$ cat src/rtl/seq_comp_pkg.sv
// Shared types and constants for the sequential word comparator.
// Contents: FSM state enum, result encoding, width helper functions.
package seq_comp_pkg;

  typedef enum logic [1:0] {
    ST_IDLE = 2'd0,
    ST_RUN  = 2'd1,
    ST_DONE = 2'd2
  } state_e;

  // Result code held between comparisons; RES_NONE only after reset/accept.
  localparam logic [1:0] RES_NONE = 2'd0;
  localparam logic [1:0] RES_EQ   = 2'd1;
  localparam logic [1:0] RES_GT   = 2'd2;
  localparam logic [1:0] RES_LT   = 2'd3;

  // Width of the pair counter output: must hold the value NP.
  function automatic int unsigned cycles_width(input int unsigned np);
    return $clog2(np) + 1;
  endfunction

  // Width of the pair index; at least one bit even when NP == 1.
  function automatic int unsigned idx_width(input int unsigned np);
    return (np > 1) ? $clog2(np) : 1;
  endfunction

endpackage

$ cat src/rtl/pair_eq_slice.sv
// Combinational 2-bit unsigned compare cell.
// Ports: pa, pb - 2-bit operands; eq/gt/lt - one-hot relation of pa to pb.
module pair_eq_slice (
  input  logic [1:0] pa,
  input  logic [1:0] pb,
  output logic       eq,
  output logic       gt,
  output logic       lt
);

  always_comb begin
    eq = (pa == pb);
    gt = (pa >  pb);
    lt = (pa <  pb);
  end

endmodule

$ cat src/rtl/seq_word_comp.sv
// Sequential magnitude/equality comparator: latches two WIDTH-bit operands
// on start, scans them MSB-first two bits per cycle through one shared
// pair_eq_slice, then pulses done with aeqb/agtb/altb and the pair count.
// Build option: define EARLY_EXIT_EN to finish on the first differing pair;
// otherwise every comparison scans all NP pairs.
// Ports:
//   clk, reset          - clock, synchronous active-high reset
//   start, a, b         - request and operands (sampled when accepted)
//   busy                - scan in progress
//   done                - one-cycle result-valid pulse
//   aeqb, agtb, altb    - comparison result, held until next accepted start
//   cycles              - pairs examined by the last comparison
module seq_word_comp
  import seq_comp_pkg::*;
#(
  parameter int unsigned WIDTH = 16,
  parameter int unsigned CW    = cycles_width(WIDTH / 2)
) (
  input  logic             clk,
  input  logic             reset,
  input  logic             start,
  input  logic [WIDTH-1:0] a,
  input  logic [WIDTH-1:0] b,
  output logic             busy,
  output logic             done,
  output logic             aeqb,
  output logic             agtb,
  output logic             altb,
  output logic [CW-1:0]    cycles
);

  localparam int unsigned NP = WIDTH / 2;
  localparam int unsigned IW = idx_width(NP);

  state_e           state_q, state_d;
  logic [WIDTH-1:0] a_q, a_d, b_q, b_d;
  logic [IW-1:0]    idx_q, idx_d;
  logic [CW-1:0]    cycles_q, cycles_d;
  logic [1:0]       res_q, res_d;
  logic             diff_seen_q, diff_seen_d;
  logic             busy_q, busy_d;
  logic             done_q, done_d;
  logic             aeqb_q, aeqb_d;
  logic             agtb_q, agtb_d;
  logic             altb_q, altb_d;

  logic [1:0]       pair_a, pair_b;
  logic             pair_eq, pair_gt, pair_lt;
  logic             last_pair;

  // Select the pair under inspection from the latched operands.
  assign pair_a = 2'(a_q >> {idx_q, 1'b0});
  assign pair_b = 2'(b_q >> {idx_q, 1'b0});

  pair_eq_slice u_slice (
    .pa (pair_a),
    .pb (pair_b),
    .eq (pair_eq),
    .gt (pair_gt),
    .lt (pair_lt)
  );

  // Next-state and datapath update.
  always_comb begin
    state_d     = state_q;
    a_d         = a_q;
    b_d         = b_q;
    idx_d       = idx_q;
    cycles_d    = cycles_q;
    res_d       = res_q;
    diff_seen_d = diff_seen_q;
    last_pair   = 1'b0;

    unique case (state_q)
      ST_RUN: begin
        cycles_d = cycles_q + CW'(1);
        // Only the first differing pair from the MSB decides the result.
        if (!pair_eq && !diff_seen_q) begin
          diff_seen_d = 1'b1;
          if (pair_gt) begin
            res_d = RES_GT;
          end else if (pair_lt) begin
            res_d = RES_LT;
          end
`ifdef EARLY_EXIT_EN
          last_pair = 1'b1;
`endif
        end
        if (idx_q == '0) begin
          last_pair = 1'b1;
        end
        if (last_pair) begin
          state_d = ST_DONE;
          if (!diff_seen_d) begin
            res_d = RES_EQ;
          end
        end else begin
          idx_d = idx_q - IW'(1);
        end
      end
      default: begin
        // IDLE and DONE both accept a new request.
        if (start) begin
          state_d     = ST_RUN;
          a_d         = a;
          b_d         = b;
          idx_d       = IW'(NP - 1);
          cycles_d    = '0;
          res_d       = RES_NONE;
          diff_seen_d = 1'b0;
        end else begin
          state_d = ST_IDLE;
        end
      end
    endcase

    busy_d = (state_d == ST_RUN);
    done_d = (state_d == ST_DONE);
    aeqb_d = (res_d == RES_EQ);
    agtb_d = (res_d == RES_GT);
    altb_d = (res_d == RES_LT);
  end

  // State and output registers.
  always_ff @(posedge clk) begin
    if (reset) begin
      state_q     <= ST_IDLE;
      a_q         <= '0;
      b_q         <= '0;
      idx_q       <= '0;
      cycles_q    <= '0;
      res_q       <= RES_NONE;
      diff_seen_q <= 1'b0;
      busy_q      <= 1'b0;
      done_q      <= 1'b0;
      aeqb_q      <= 1'b0;
      agtb_q      <= 1'b0;
      altb_q      <= 1'b0;
    end else begin
      state_q     <= state_d;
      a_q         <= a_d;
      b_q         <= b_d;
      idx_q       <= idx_d;
      cycles_q    <= cycles_d;
      res_q       <= res_d;
      diff_seen_q <= diff_seen_d;
      busy_q      <= busy_d;
      done_q      <= done_d;
      aeqb_q      <= aeqb_d;
      agtb_q      <= agtb_d;
      altb_q      <= altb_d;
    end
  end

  assign busy   = busy_q;
  assign done   = done_q;
  assign aeqb   = aeqb_q;
  assign agtb   = agtb_q;
  assign altb   = altb_q;
  assign cycles = cycles_q;

endmodule

$ cat config.mk
export PLATFORM = sky130hd
export DESIGN_NAME = seq_word_comp
export DESIGN_NICKNAME = d
export VERILOG_FILES = /design/src/rtl/seq_comp_pkg.sv /design/src/rtl/pair_eq_slice.sv /design/src/rtl/seq_word_comp.sv
export SDC_FILE = /design/constraint.sdc
export NUM_CORES = 1
export LEC_CHECK = 0
export BUFFER_PORTS_ARGS = -buffer_cell sky130_fd_sc_hd__buf_2
export CAP_MARGIN = 20
export CORE_ASPECT_RATIO = 2
export CORE_UTILIZATION = 30
export DETAILED_ROUTE_END_ITERATION = 8
export PLACE_DENSITY_LB_ADDON = 0.25
export SETUP_SLACK_MARGIN = 0.1
export SYNTH_ARGS = -nofsm -noshare
export SYNTH_HDL_FRONTEND = slang
export SYNTH_SLANG_ARGS = --single-unit
$ cat constraint.sdc
create_clock -name clk -period 3.7 [get_ports clk]
set_input_delay 0.37 -clock clk [delete_from_list [all_inputs] [get_ports clk]]
set_output_delay 0.37 -clock clk [all_outputs]
set_load 0.1 [all_outputs]
==> metrics.cfg, run 1 <==
[run_status]
status=finished, final reports clean

[synthesis]
synth_flop_cell=dfxtp_1
synthCells=236
synth-seq-cells=49
syn_avg_cell_area_sq_um=8.80
synth_area_leader_cell=dfxtp_1
synth_edf_count=0
synth_top_cell_area_share_pct=47.2
synth_common_cells=nand2_1, dfxtp_1, a21oi_1
ys_types=31
synth.most_common_cell=nand2_1
synth_nets=276
syn_area_sq_um=2080
yosysSeqAreaShare_pct=47.2
yosys_warnings=0
synth.area.top_cells=dfxtp_1, nand2_1, a21oi_1
async_reset_ff_share_pct=0

[route]
ant_nets=0
wl_per_cell_um=13.0
avgViaCountPerCell=4.66
drt_pass1_iterations=4
drc=0
via_count=1683
initialDrtViolationCount=48
drt-total-wl_um=4680

[clock_tree]
post_cts_buffers=0
cts_tree=built
htreeDepth=2
cts_root_buf=clkbuf_16
cts_made_buffers=5
clockBufferDepth=2
cts.repair.resized=0
insertion_delay_ns=0.29
ctsHoldBuffers=0
clk_pin_slew_ns=0.06
cts_sinks=49

[critical_path]
crit_type=reg2reg
worst_setup_path_end_kind=register
reg2reg_depth=8
crit_arrival_ns=2.73
crit_chain=mux4_2 -> nand2_1 -> nand2_1 -> ha_1 -> a21oi_1 -> mux2i_1 -> a211oi_2 -> nor3_1
reg2reg_from=idx_q[0]
critical_path.slowest_cell=dfxtp_1
crit_required_ns=3.84
critPathLaunchType=register
critPathMaxFanout=10
timing.critical_path.mode_cell=nand2_1
rrSetupSlack_ns=1.11
r2r-end=aeqb
max_stage_delay_ns=0.65

[floorplanning]
die-width_um=60.8
dieHeight_um=120
die-area_sq_um=7280
row_count=42
core_area_sq_um=6670
ios=44
initial_core_util_pct=31.1

[power_and_ir_drop]
p_per_area_nw_per_um2=514
p_leak_nw=1.02
vdd_ir_drop_max_uv=245
p_total_w=0.00127

[global_route]
grt_max_degree=48
grt_usage_pct=14.7
grt_first_pass_wirelength_um=7620
grt_overflow=0
antenna_found_initial=0
grt_pass1_vias=1663

[sta]
slew_headroom_pct=41.9
fin_crit_sh_pct=70.1
hold_viol=0
skew_ns=0.00601
period_needed_ns=2.59
holdWs_ns=0.314
rsz0062_at_grt=false
tightest_slew_ns=0.872
setup_tns_ns=0
final_max_slew_viol_count=0
setup_viol=0
fmax_ghz=0.385

[min_path]
hold_end=b_q[13]
worstHoldPathType=in2reg
min-delay-start=b[13]
holdPathStages=3

[cells_and_area]
areaGrowthSynthToFinish_pct=19.4
fillers=739
drive_above_1_share_pct=23.8
layoutNonFillerInstCount=361
diodes=0
nNetsFinal=312

[place]
dp_hpwl_um=3480
port_buffers=43
gp_congestion=0.795
dp_cells=352

[job]
drv_cap=0

## where the power goes
group          switching (W)  internal [W]
logic               0.000149     0.0000904
clock network       0.000183      0.000251
registers          0.0000340      0.000567
## worst max-delay path, delay by kind of cell, from the launching register on
family                   cells  cell delay (ns)
flip-flops                   1             0.65
adder cells (fa/ha/maj)      1             0.35
AO/OA/AOI/OAI                2             0.53
AND/OR/NAND/NOR              3             0.22
multiplexers                 2             0.68
## through the flow
step	util (%)	worst slack (ns)	instance area (sq um)
after global routing	37.2	0.829	2480
final	37.2	1.11	2480
after detailed placement	34.9	1.08	2330
after CTS	36.9	1.03	2460
after floorplan	-	1.36	2080
after global placement	34.9	1.13	2330
## registers in the layout (all words and copies together) (netlist names)
register     cells
agtb             1
diff_seen_q      1
done             1
idx_q            3
busy             1
cycles           4
b_q             16
res_q            2
state_q          2
a_q             16
aeqb             1
altb             1
## logic make-up after synthesis
group / Yosys count / synth area share (%)
adder cells (fa/ha/maj): 5 / 3.01
AO/OA/AOI/OAI: 51 / 14.9
multiplexers: 11 / 10.1
AND/OR/NAND/NOR: 101 / 20.5
buffers and inverters: 19 / 4.28
flip-flops: 49 / 47.2
## layer usage
metal,routed length (um),vias up,track usage [%]
met3,150,8,3.34
li1,-,869,-
met5,0,-,0
met4,121,0,7.24
met2,2660,31,27.2
met1,1740,775,14.1
## worst max-delay path by stage
stage          depth (start not counted)  slack [ns]      from  endpoint
2_1_floorplan                          9        1.36  idx_q[0]      agtb
3_3_place_gp                           8        1.13  idx_q[0]      agtb
3_5_place_dp                           8        1.08  idx_q[0]      aeqb
4_1_cts                                8        1.03  idx_q[0]      aeqb
5_1_grt                                8        0.83  idx_q[0]      aeqb
6_report                               8        1.11  idx_q[0]      aeqb
## cell type report
| type | instances | area, sq um | area share [%] |
|---|---|---|---|
| multi-input combinational | 168 | 1010 | 40.6 |
| sequential | 49 | 981 | 39.6 |
| timing repair buffer | 44 | 230 | 9.28 |
| clock buffer | 8 | 136 | 5.50 |
| tap | 88 | 110 | 4.44 |
| inverter | 4 | 15.0 | 0.605 |
## placed cells by master, fill, tap and decap left out, types with 2 or more instances in the layout
cell type and instances:
nor3_1 2, a21oi_1 40, buf_2 43, clkbuf_16 5, dfxtp_1 49, nor2_1 13, nand2b_1 2, and3_1 2
nand3b_1 2, inv_1 3, ha_1 5, clkbuf_1 3, mux4_2 8, o21ai_1 3, mux2i_1 3, nand2_1 73
and2_1 2
Note: power is estimated with default switching activity, not from simulation.
==> inputs of run 2 (changes only) <==
clock period = 2.54 ns   (was 3.7 ns; I/O delays follow)
==> metrics.cfg, run 2 (synthesis results as in run 1) <==
[cells_and_area]
mostFrequentLayoutCells=nand2_1, dfxtp_1, buf_2
nNetsFinal=314
mostFrequentLayoutCell=nand2_1
diodes=0
areaGrowthSynthToFinish_pct=21.4
layoutNonFillerInstCount=362
fin_area_sq_um=2520
fillers=719
drive_above_1_share_pct=26.3

[route]
via_count=1700
ant_nets=0
drt_pass1_iterations=4
avgViaCountPerCell=4.70
drt-total-wl_um=4700
drc=0
wl_per_cell_um=13.0
initialDrtViolationCount=36

[global_route]
grt_first_pass_wirelength_um=7670
antenna_found_initial=0
grt_max_degree=48
grt_usage_pct=14.4
grt_pass1_vias=1665
grt_overflow=0

[power_and_ir_drop]
p_leak_nw=1.04
p_per_area_nw_per_um2=752
vdd_ir_drop_max_uv=392
p_total_w=0.00190

[sta]
slew_headroom_pct=42.8
rsz0062_at_grt=false
tightest_slew_ns=0.859
setup_viol=0
setup_tns_ns=0
period_needed_ns=2.34
skew_ns=0.00343
hold_viol=0
final_max_slew_viol_count=0
fmax_ghz=0.428
setup_ws_ns=0.204
fin_crit_sh_pct=92.0

[floorplanning]
initial_core_util_pct=31.1
ios=44
die-area_sq_um=7280
dieHeight_um=120
core_area_sq_um=6670
die-width_um=60.8
row_count=42

[place]
dp_hpwl_um=3460
dp_cells=355
gp_congestion=0.817
place_ws_ns=0.104
place_area_sq_um=2350
port_buffers=43

[min_path]
min-delay-start=b[13]
worstHoldPathType=in2reg

[clock_tree]
insertion_delay_ns=0.28
clockBufferDepth=2
cts_sinks=49
htreeDepth=2
ctsHoldBuffers=0
cts_made_buffers=5
clk_pin_slew_ns=0.06
post_cts_buffers=0
cts_root_buf=clkbuf_16
cts_tree=built

[critical_path]
rrSetupSlack_ns=0.20
worst_setup_path_end_kind=register
reg2reg_from=idx_q[0]
critPathLaunchType=register
reg2reg_depth=9
worstSetupStartpoint=idx_q[0]
critPathMaxFanout=5
crit_arrival_ns=2.47
crit_required_ns=2.67
crit_type=reg2reg
r2r-end=aeqb
endpoint=aeqb

[run_status]
status=finished, final reports clean

[job]
drv_cap=0

## run 2: critical path: stages (launching register included)
cell and delay (ns):
dfxtp_4 0.37, buf_4 0.14, mux4_2 0.48, nand2_1 0.09
nand2_1 0.06, ha_1 0.37, a21oi_2 0.19, mux2i_1 0.10
a211oi_2 0.30, nor3_1 0.07
## run 2: how the worst min path moves through the flow
stage | cells past startpoint | slack [ns] | endpoint
2_1_floorplan | 1 | 0.32 | res_q[1]
3_3_place_gp | 2 | 0.44 | b_q[8]
3_5_place_dp | 2 | 0.45 | b_q[1]
4_1_cts | 3 | 0.20 | b_q[13]
5_1_grt | 3 | 0.20 | b_q[5]
6_report | 3 | 0.20 | b_q[13]
## run 2: metrics by stage
stage               hold slack [ns]  utilization [%]
floorplan                     0.324                -
global placement              0.444             35.2
detailed placement            0.448             35.2
CTS                           0.201             37.4
global route                  0.203             37.8
finish                        0.202             37.8
## run 2: routing by layer
layer	track usage, %	vias to the layer above	part of all wire [%]
li1	-	876	-
met1	14.1	784	37
met2	27.5	32	58
met3	2.37	8	2.7
met4	6.39	0	2.3
met5	0	-	0
## run 2: where the power goes
| group | internal, W | switching, W |
|---|---|---|
| clock | 0.000387 | 0.000262 |
| combinational | 0.000144 | 0.000233 |
| sequential | 0.000827 | 0.0000439 |
| total | 0.00136 | 0.000539 |
## run 2: timing repair
item                                    in CTS  in global routing
endpoints found under the hold margin        0                  0
gates resized for setup                      1                  5
pin swaps                                    0                  3
endpoints found under the setup margin       2                  4
cloned                                       0                  0
## run 2: final cells by class
type	instances	area, sq um	area share (%)
repair buffers	46	241	9.58
clock buffers	7	143	5.66
inverters	4	15.0	0.596
flip-flops and latches	49	985	39.1
multi-input cells	168	1030	40.7
well taps	88	110	4.37
==> inputs of run 3 (changes only) <==
CORE_UTILIZATION = 40   (was 30)
HOLD_SLACK_MARGIN = 0.15   (was not set)
PLACE_DENSITY_LB_ADDON = not set   (was 0.25)
==> metrics.cfg, run 3 (synthesis results as in run 1) <==
[run_status]
status=finished, final reports clean

[route]
avgViaCountPerCell=5.08
wl_per_cell_um=13.3
drt_pass1_iterations=3
drc=0
initialDrtViolationCount=18
drt-total-wl_um=4420
ant_nets=0
via_count=1683

[floorplanning]
dieHeight_um=104
initial_core_util_pct=42.3
die-width_um=53.0
core_area_sq_um=4910
ios=44
row_count=36
die-area_sq_um=5500

[place]
dp_cells=324
gp_congestion=0.736
place_ws_ns=0.185
dp_hpwl_um=3250
port_buffers=43

[sta]
tightest_slew_ns=0.850
rsz0062_at_grt=false
fin_crit_sh_pct=91.0
skew_ns=0.00715
setup_viol=0
fmax_ghz=0.433
period_needed_ns=2.31
setup_tns_ns=0
slew_headroom_pct=43.3
hold_viol=0
final_max_slew_viol_count=0
setup_ws_ns=0.229

[power_and_ir_drop]
p_leak_nw=1.02
p_per_area_nw_per_um2=705
vdd_ir_drop_max_uv=390

[global_route]
grt_max_degree=48
antenna_found_initial=0
grt_pass1_vias=1543
grt_overflow=0
grt_usage_pct=17.7
grt_first_pass_wirelength_um=7160

[clock_tree]
clockBufferDepth=2
cts.repair.resized=0
clk_pin_slew_ns=0.09
cts_made_buffers=5
post_cts_buffers=0
cts_root_buf=clkbuf_8
cts_sinks=49
ctsHoldBuffers=0
cts_tree=built
htreeDepth=2
insertion_delay_ns=0.30

[critical_path]
critPathMaxFanout=4
worstSetupStartpoint=idx_q[0]
critical_path.slowest_cell=mux4_2
critPathBufInv=1
timing.critical_path.mode_cell=nand2_1
crit_type=reg2reg
crit_required_ns=2.75
worst_setup_path_end_kind=register
critPathLaunchType=register
crit_family=multiplexers
reg2reg_from=idx_q[0]
crit_chain=buf_4 -> mux4_2 -> nand2_1 -> nand2_1 -> ha_1 -> nand2b_4 -> a2111oi_4 -> a211oi_2 -> and2_1
crit_arrival_ns=2.52
max_stage_delay_ns=0.49

[min_path]
min-delay-start=b[15]
worstHoldPathType=in2reg

[cells_and_area]
diodes=0
drive_above_1_share_pct=26.3
layoutNonFillerInstCount=331
fin_util_pct=49.3
mostFrequentLayoutCells=nand2_1, dfxtp_1, buf_2
mostFrequentLayoutCell=nand2_1
nNetsFinal=314
areaGrowthSynthToFinish_pct=16.4
fillers=509

[job]
drv_cap=0

==> run 3: cell count changes in the layout (fill, tap and decap cells not counted), sizes merged <==
cell | before | now
clkbuf | 7 | 6
clkinvlp | 0 | 1
==> run 3: area by class of cell <==
class | instances | area, sq um | area share (%)
Inverter | 4 | 15.0 | 0.621
Tap cell | 57 | 71.3 | 2.95
Timing Repair Buffer | 46 | 241 | 9.98
Sequential cell | 49 | 982 | 40.6
Clock buffer | 6 | 82.6 | 3.41
Clock inverter | 1 | 7.51 | 0.310
Multi-Input combinational cell | 168 | 1020 | 42.1
==> run 3: per-stage QoR <==
| stage | cell area, sq um | hold WS (ns) | total power (W) |
|---|---|---|---|
| 2_1_floorplan | 2080 | 0.324 | 0.00116 |
| 3_3_place_gp | 2310 | 0.444 | 0.00124 |
| 3_5_place_dp | 2310 | 0.450 | 0.00125 |
| 4_1_cts | 2400 | 0.173 | 0.00171 |
| 5_1_grt | 2420 | 0.169 | 0.00179 |
| 6_report | 2420 | 0.176 | 0.00171 |
==> run 3: report_power, final <==
group          switching (W)  leakage (nW)  internal, W
clock network       0.000254        0.0433     0.000216
logic               0.000226         0.574     0.000142
registers          0.0000424         0.402     0.000825
total               0.000522          1.02      0.00118
==> run 3: worst reg2reg max path, stage by stage (launching register included) <==
cell and delay, ns:
dfxtp_2 0.35, buf_4 0.15, mux4_2 0.49, nand2_1 0.08, nand2_1 0.05, ha_1 0.31
nand2b_4 0.16, a2111oi_4 0.35, a211oi_2 0.11, and2_1 0.17
==> run 3: worst paths after layout <==
| check | to | slack (ns) | cells past startpoint |
|---|---|---|---|
| hold / removal | b_q[15] | 0.18 | 3 |
| setup / recovery | agtb | 0.23 | 9 |
| setup reg to reg | agtb | 0.23 | 9 |
| hold reg to reg | a_q[6] | 0.46 | 2 |
==> run 3: per-layer routing <==
layer,track usage [%],vias up,part of all wire [%]
met3,3.07,9,2.8
met2,32.1,30,56
met4,7.52,0,2.2
met5,0,-,0
met1,18.8,774,39
li1,-,870,-
